### src/rtl/vote_session_ctrl.sv
// vote_session_ctrl
// Session controller for a 4-member majority voter. Opens a voting window,
// collects one ballot per member over a valid/ready handshake, presents the
// registered ballot vector to the voter, samples and encodes the voter's
// one-hot verdict, and reports it downstream over a valid/ready handshake.
//
// Ports:
//   clk, rst_n        clock (rising edge) / asynchronous active-low reset
//   start             one-cycle pulse opening a session (honoured in IDLE only)
//   ballot_valid/_id/_yes, ballot_ready   ballot input handshake
//   ballot_vec        registered ballots to voter, bit k = member k voted yes
//   verdict_in        voter one-hot verdict (001 reject, 010 tie, 100 pass)
//   result_valid/_ready, result_code      result output handshake
//                     (00 reject, 01 tie, 10 pass, 11 illegal verdict)
//   yes_count, abstain_mask, dup_seen, timed_out   session statistics
//   busy              high whenever the controller is not IDLE
module vote_session_ctrl #(
  parameter int CNT_W          = 8,
  parameter int TIMEOUT_CYCLES = 255
) (
  input  logic       clk,
  input  logic       rst_n,
  input  logic       start,
  input  logic       ballot_valid,
  input  logic [1:0] ballot_id,
  input  logic       ballot_yes,
  output logic       ballot_ready,
  output logic [3:0] ballot_vec,
  input  logic [2:0] verdict_in,
  output logic       result_valid,
  input  logic       result_ready,
  output logic [1:0] result_code,
  output logic [2:0] yes_count,
  output logic [3:0] abstain_mask,
  output logic       dup_seen,
  output logic       timed_out,
  output logic       busy
);

  typedef enum logic [1:0] {
    IDLE    = 2'd0,
    COLLECT = 2'd1,
    DECIDE  = 2'd2,
    REPORT  = 2'd3
  } state_t;

  // Timer value on the last COLLECT cycle of the window.
  localparam logic [CNT_W-1:0] LAST_TICK = CNT_W'(TIMEOUT_CYCLES - 1);

  state_t           state_q;
  logic [3:0]       mask_q;
  logic [3:0]       vec_q;
  logic [2:0]       yes_cnt_q;
  logic [3:0]       abstain_q;
  logic             dup_q;
  logic             tmo_q;
  logic [1:0]       code_q;
  logic             rvalid_q;
  logic [CNT_W-1:0] timer_q;

  logic [3:0] id_onehot;
  logic [3:0] mask_d;
  logic       is_dup;
  logic [1:0] code_d;

  always_comb begin
    id_onehot = 4'b0001 << ballot_id;
    is_dup    = ballot_valid && ((mask_q & id_onehot) != 4'b0000);
    // Mask as it will be after this cycle's ballot, used to detect completion
    // on the same edge that accepts the final ballot.
    mask_d    = mask_q;
    if (ballot_valid) begin
      mask_d = mask_q | id_onehot;
    end
    case (verdict_in)
      3'b001:  code_d = 2'b00;
      3'b010:  code_d = 2'b01;
      3'b100:  code_d = 2'b10;
      default: code_d = 2'b11;
    endcase
  end

  always_ff @(posedge clk or negedge rst_n) begin
    if (!rst_n) begin
      state_q   <= IDLE;
      mask_q    <= 4'b0000;
      vec_q     <= 4'b0000;
      yes_cnt_q <= 3'd0;
      abstain_q <= 4'b0000;
      dup_q     <= 1'b0;
      tmo_q     <= 1'b0;
      code_q    <= 2'b00;
      rvalid_q  <= 1'b0;
      timer_q   <= '0;
    end else begin
      case (state_q)
        IDLE: begin
          if (start) begin
            state_q   <= COLLECT;
            mask_q    <= 4'b0000;
            vec_q     <= 4'b0000;
            yes_cnt_q <= 3'd0;
            abstain_q <= 4'b0000;
            dup_q     <= 1'b0;
            tmo_q     <= 1'b0;
            code_q    <= 2'b00;
            timer_q   <= '0;
          end
        end

        COLLECT: begin
          timer_q <= timer_q + 1'b1;
          if (ballot_valid) begin
            if (is_dup) begin
              // Repeat ballot: accepted on the handshake but discarded.
              dup_q <= 1'b1;
            end else begin
              mask_q[ballot_id] <= 1'b1;
              vec_q[ballot_id]  <= ballot_yes;
              if (ballot_yes) begin
                yes_cnt_q <= yes_cnt_q + 3'd1;
              end
            end
          end
          // A completing ballot wins over a coincident timeout.
          if (mask_d == 4'b1111) begin
            state_q <= DECIDE;
          end else if (timer_q == LAST_TICK) begin
            state_q <= DECIDE;
            tmo_q   <= 1'b1;
          end
        end

        DECIDE: begin
          // ballot_vec has been stable for this whole cycle, so the voter
          // output is settled by the end of it.
          code_q    <= code_d;
          abstain_q <= ~mask_q;
          rvalid_q  <= 1'b1;
          state_q   <= REPORT;
        end

        REPORT: begin
          if (result_ready) begin
            rvalid_q <= 1'b0;
            state_q  <= IDLE;
          end
        end

        default: state_q <= IDLE;
      endcase
    end
  end

  assign ballot_ready = (state_q == COLLECT);
  assign busy         = (state_q != IDLE);
  assign ballot_vec   = vec_q;
  assign result_valid = rvalid_q;
  assign result_code  = code_q;
  assign yes_count    = yes_cnt_q;
  assign abstain_mask = abstain_q;
  assign dup_seen     = dup_q;
  assign timed_out    = tmo_q;

endmodule

### config.mk
export PLATFORM = sky130hd
export DESIGN_NAME = vote_session_ctrl
export DESIGN_NICKNAME = d
export VERILOG_FILES = /design/src/rtl/vote_session_ctrl.sv
export SDC_FILE = /design/constraint.sdc
export NUM_CORES = 1
export LEC_CHECK = 0
export BUFFER_PORTS_ARGS = -buffer_cell sky130_fd_sc_hd__buf_2
export CORE_UTILIZATION = 55
export CTS_CLUSTER_DIAMETER = 120
export DETAILED_ROUTE_END_ITERATION = 7
export PLACE_DENSITY_LB_ADDON = 0.25
export RECOVER_POWER = 100
export REMOVE_ABC_BUFFERS = 1
export SYNTH_ARGS = -nofsm -noshare
export SYNTH_HDL_FRONTEND = slang
export SYNTH_SLANG_ARGS = --single-unit
### constraint.sdc
create_clock -name clk -period 2 [get_ports clk]
set_input_delay 0 -clock clk [delete_from_list [all_inputs] [get_ports clk]]
set_output_delay 0 -clock clk [all_outputs]
set_load 0.005 [all_outputs]
After elaboration in Yosys (flattened, before gate mapping)
Cells that the tools add are included.
{"block": "word_totals", "register_bits": 30, "latchBits": 0, "ram_bits": 0, "romBits": 0, "inputBits": 11, "output_inout_bits": 18, "word_cells": 88, "n_memories": 0}
{"block": "classes", "addsub": 2, "multipliers": 0, "div_mod_pow": 0, "order_cmp": 2, "eq_ne": 17, "n_shift": 1, "muxes": 36, "bitwise": 4, "reduce_logical": 16}
{"op": "4-bit two-way mux", "count": 6}
{"op": "4-bit one-hot mux with 2 select lines", "count": 3}
{"op": "8-bit one-hot mux with 2 select lines", "count": 1}
{"op": "3-bit two-way mux", "count": 4}
{"op": "2-bit inequality test (second input constant)", "count": 6}
{"op": "4-bit AND reduction", "count": 3}
{"op": "2-bit two-way mux", "count": 5}
{"op": "8-bit by 1-bit adder with 8-bit output (second input constant)", "count": 1}
{"op": "8-bit == test (second input constant)", "count": 1}
{"op": "8-bit two-way mux", "count": 1}
{"op": "4-bit bitwise OR", "count": 2}
{"op": "2-bit one-hot mux with 4 select lines", "count": 1}
{"op": "2-bit nonzero test", "count": 4}
{"op": "1-bit two-way mux", "count": 7}
{"op": "1-bit one-hot mux with 2 select lines", "count": 3}
{"op": "2-bit one-hot mux with 3 select lines", "count": 1}
{"op": "3-bit one-hot mux with 2 select lines", "count": 1}
{"op": "2-bit AND reduction", "count": 3}
{"op": "5-bit AND reduction", "count": 1}
{"op": "4-bit AND", "count": 1}
{"op": "4-bit bitwise mux", "count": 1}
{"op": "2-bit == test (second input constant)", "count": 2}
{"op": "4-bit == test (second input constant)", "count": 1}
{"op": "2-bit by 1-bit inequality test with 1-bit output (second input constant)", "count": 2}
{"op": "16 further kinds", "count": 17}

Longest topological paths before layout
{"block": "depth", "ltp_word": 8, "ltp_mapped": 8, "depth_no_buf": 7}

Least setup slack after synthesis
Ideal clock, no wire load.
{"block": "synth_path", "kind": "reg-to-reg", "startpoint": "register state_q[0]", "endpoint": "register timer_q[6]", "setup_ns": 0.133, "t_arrival_ns": 1.675, "required_time_ns": 1.867, "path_slack_ns": 0.192, "path_stages_with_launch": 9, "n_path_buf": 1, "synth_period_minus_slack_ns": 1.808, "cell_sequence": "dfrtp_1 > inv_1 > ha_1 > clkbuf_1 > mux2_2 > and3_1 > nand4_1 > xor2_1 > nor2_1"}
{"block": "synth_via", "elab_chain_cells": 3, "elab_cells_between_ends": 6, "cone_classes": "2 x eq/ne; 1 x mux; 3 x reduce/logical"}
{"element": "start, declared", "line": "50", "text": "state_t state_q;"}
{"element": "start signal, assigned", "line": "85", "text": "state_q <= IDLE;"}
{"element": "start signal, assigned", "line": "99", "text": "state_q <= COLLECT;"}
{"element": "start signal, assigned", "line": "127", "text": "state_q <= DECIDE;"}
{"element": "2-bit by 1-bit == test with 1-bit output or 2-bit zero test (tied branches)", "line": "96", "text": "case (state_q)"}
{"element": "2-bit nonzero test (no source line) or 2-bit inequality test (tied branches)"}
{"element": "2-bit AND reduction (no source line)"}
{"element": "end signal, assigned", "line": "112", "text": "timer_q <= timer_q + 1'b1;"}
{"element": "end, declared", "line": "59", "text": "logic [CNT_W-1:0] timer_q;"}
Parallel ways exist; a longest one is shown, timed or not.
A chain may end at the register's enable or synchronous reset.

Worst setup path in the final report
{"block": "layout_path", "startpoint": "register mask_q[0]", "endpoint": "register yes_cnt_q[2] (netlist: yes_count[2])"}
{"block": "layout_via", "elab_chain_cells": 5}
{"element": "start, declared", "line": "51", "text": "logic [3:0] mask_q;"}
{"element": "start signal, assigned", "line": "86", "text": "mask_q <= 4'b0000;"}
{"element": "start signal, assigned", "line": "100", "text": "mask_q <= 4'b0000;"}
{"element": "start signal, assigned by index", "line": "118", "text": "mask_q[ballot_id] <= 1'b1;"}
{"element": "4-bit AND", "line": "68", "text": "is_dup = ballot_valid && ((mask_q & id_onehot) != 4'b0000);"}
{"element": "4-bit nonzero test", "line": "68"}
{"element": "1-bit logical AND", "line": "68"}
{"element": "2-bit inequality test (no source line)"}
{"element": "5-bit AND reduction (no source line)"}
{"element": "end signal, assigned", "line": "121", "text": "yes_cnt_q <= yes_cnt_q + 3'd1;"}
{"element": "end, declared", "line": "53", "text": "logic [2:0] yes_cnt_q;"}
Every way passes these cells.

==> flow_metrics.py <==
metrics = {
    "outcome": {
        "status": "complete, but fails checks",
        "violations": "design-rule violations, max-capacitance violations, max-slew violations",
    },
    "timing": {
        "fin_crit_sh": 0.944,
        "setup_violations": 0,
        "slew_headroom": -0.0644,
        "worst_pin_slew_ps": 1600,
        "setup-tns-final_ps": 0,
        "drv_slew": 31,
        "hold_viol": 0,
        "rsz0062_at_grt": "false",
        "min_period_ps": 1890,
        "fin_ws_ps": 112,
        "fin_worst_skew_ps": 9.36,
        "fmax_ghz": 0.530,
    },
    "power_and_ir_drop": {
        "p_per_area_nw_per_um2": 1400,
        "vdd_ir_drop_max_v": 0.000737,
        "p_leak_nw": 0.865,
        "p_total_w": 0.00267,
    },
    "synthesis": {
        "ys_warn_count": 0,
        "synth_most_common_cell": "dfrtp_1",
        "synth_top_cell_by_area": "dfrtp_1",
        "ys_ff_latch": 30,
        "synth_common_cells": "dfrtp_1, o21ai_0, nor2_1",
        "syn_inst": 179,
        "synth_top_area_frac": 0.451,
        "syn_area_per_cell_um2": 9.29,
        "yosys-top-cells-area": "dfrtp_1, o21ai_0, ha_1",
        "yosys.cell_types.count": 38,
        "synth-main-ff-cell": "dfrtp_1",
        "synth-seq-area-share": 0.451,
        "syn_area_um2": 1660,
        "synth_edf_count": 0,
        "synthArstFlopShare": 1.00,
    },
    "clocking": {
        "clock_latency_ps": 330,
        "cts_tree": "done",
        "cts_max_path_buffers": 2,
        "clock_sinks": 30,
        "cts_resized": 0,
        "htreeDepth": 2,
        "path_clk_slew_ps": 100,
        "cts_inserted_buffers": 5,
        "cts_root_buf": "clkbuf_4",
        "post_cts_buffers": 0,
    },
    "critical_path": {
        "crit_chain": "mux4_2, nand4b_1, or4b_1, nand3_1",
        "slowest_stage": "mux4_2",
        "crit_buf_inv": 0,
        "worst-path-max-fanout": 7,
        "critPathLaunchType": "register",
        "end_kind": "register",
        "path_delay_family": "simple AND/OR/NAND/NOR gates",
        "cp.required_ps": 2280,
        "slowest_delay_ps": 530,
        "crit_arrival_ps": 2160,
        "path_class": "register to register",
    },
    "die": {
        "core_um2": 2810,
        "die-area_um2": 3250,
        "die_h_um": 57.0,
        "io-pin-count": 29,
        "initial_core_util": 0.593,
        "num_rows": 19,
        "die_width_um": 57.0,
    },
    "grt": {
        "grt_max_degree": 31,
        "grt_pass1_vias": 1459,
        "grt.overflow.total": 0,
        "grt_pass1_wl_mm": 6.28,
        "track_usage": 0.255,
        "antenna_found_initial": 0,
    },
    "detailed_routing": {
        "vias": 1472,
        "vias_per_cell": 5.96,
        "routedWlPerCell_um": 15.0,
        "drt-total-wl_mm": 3.71,
        "drt-initial-drc-count": 62,
        "drc": 6,
        "ant_nets": 0,
        "firstDrtPassIters": 6,
    },
    "placed_design": {
        "hpwl_mm": 2.69,
        "io_buffers": 28,
        "dp.cells": 236,
        "place_area_um2": 1840,
        "routabilityCongestion": 0.882,
        "pre_cts_slack_ps": 171,
    },
    "run": {
        "maxCapViolations": 1,
    },
    "layout": {
        "nets": 233,
        "drive_gt1_frac": 0.171,
        "finalNonFillerCells": 247,
        "antennaDiodeCount": 0,
        "nFillCells": 232,
        "area_delta_synth_final_pct": 14.7,
        "finalInstanceArea_um2": 1910,
    },
    "worst_hold_path": {
        "min_path_type": "primary input to register",
    },
}
[cells by family (layout without fill, tap and decap cells)]
group,count (synthesis),in the layout,synth area share
muxes,5,5,0.0391
xor gates and xnor gates,7,7,0.0369
AOI/OAI and AO/OA,54,54,0.191
buffers and inverters,15,52,0.0391
DFF,30,30,0.451
adders and majority gates,7,7,0.0527
and+or+nand+nor,61,61,0.190
[final cells by class]
type	instances	area, um^2	share of cell area
clock buffers	7	55.1	0.0289
flip-flops and latches	30	751	0.394
well taps	31	38.8	0.0203
multi-input cells	134	832	0.436
inverters	8	30.0	0.0157
repair buffers	36	195	0.102
clock inverters	1	5.00	0.00262
[sequential cells by signal, indices dropped and copies added (netlist names), 2 cells and up]
| signal | count |
|---|---|
| abstain_mask | 4 |
| timer_q | 8 |
| yes_count | 3 |
| state_q | 2 |
| ballot_vec | 4 |
| result_code | 2 |
| mask_q | 4 |
[worst reg2reg max path, cell delays in order, from the launching register on]
cell,delay (ps)
dfrtp_1,480
mux4_2,530
nand4b_1,240
or4b_1,490
nand3_1,80
[stage by stage]
step / hold slack [ps] / utilization
6_report: 59.6 / 0.680
5_1_grt: 67.9 / 0.680
4_1_cts: 60.5 / 0.690
3_5_place_dp: 69.5 / 0.657
3_3_place_gp: 60.1 / 0.657
2_1_floorplan: -296 / -
[final timing paths]
path / from / end / slack (ps) / cells past startpoint
max reg2reg: mask_q[0]$_DFFE_PN0P_ / yes_count[2]$_DFFE_PN0P_ / 110 / 4
min in group asynchronous: rst_n / state_q[1]$_DFFE_PN0P_ / 600 / 2
min reg2reg: abstain_mask[3]$_DFFE_PN0P_ / abstain_mask[3]$_DFFE_PN0P_ / 510 / 2
min: ballot_id[0] / mask_q[1]$_DFFE_PN0P_ / 60 / 3
max: mask_q[0]$_DFFE_PN0P_ / yes_count[2]$_DFFE_PN0P_ / 110 / 4
max in group asynchronous: rst_n / result_code[0]$_DFFE_PN0P_ / 470 / 2
[layer usage]
layer,share of wire,vias to the layer above,global-route usage
met3,0.052,7,0.0703
met5,0,-,0
li1,-,720,-
met4,0.011,0,0.0976
met1,0.44,703,0.299
met2,0.50,42,0.447
[power by group]
group	internal (W)	total (W)	switching [W]
registers	0.000845	0.00109	0.000241
logic	0.000531	0.00120	0.000674
clock network	0.000170	0.000383	0.000213
total	0.00155	0.00267	0.00113
[repair_timing]
item	CTS	global route
hold buffers	3	0
endpoints found under the setup margin	0	1
endpoints found under the hold margin	32	0
[placed cells by master, fill, tap and decap left out, drive strengths merged, types with 2 or more instances in the layout]
master and n:
ha 7, a22oi 3, buf 25, inv 8
nor4 4, nand2 14, nand4 5, nor2 17
dfrtp 30, or3 2, a31oi 5, xnor2 3
o21ai 24, mux2 2, clkbuf 15, nand3 9
a21oi 14, dlygate4sd3 3, mux2i 2, nor3 2
xor2 4
Note: power is estimated with default switching activity, not from simulation.
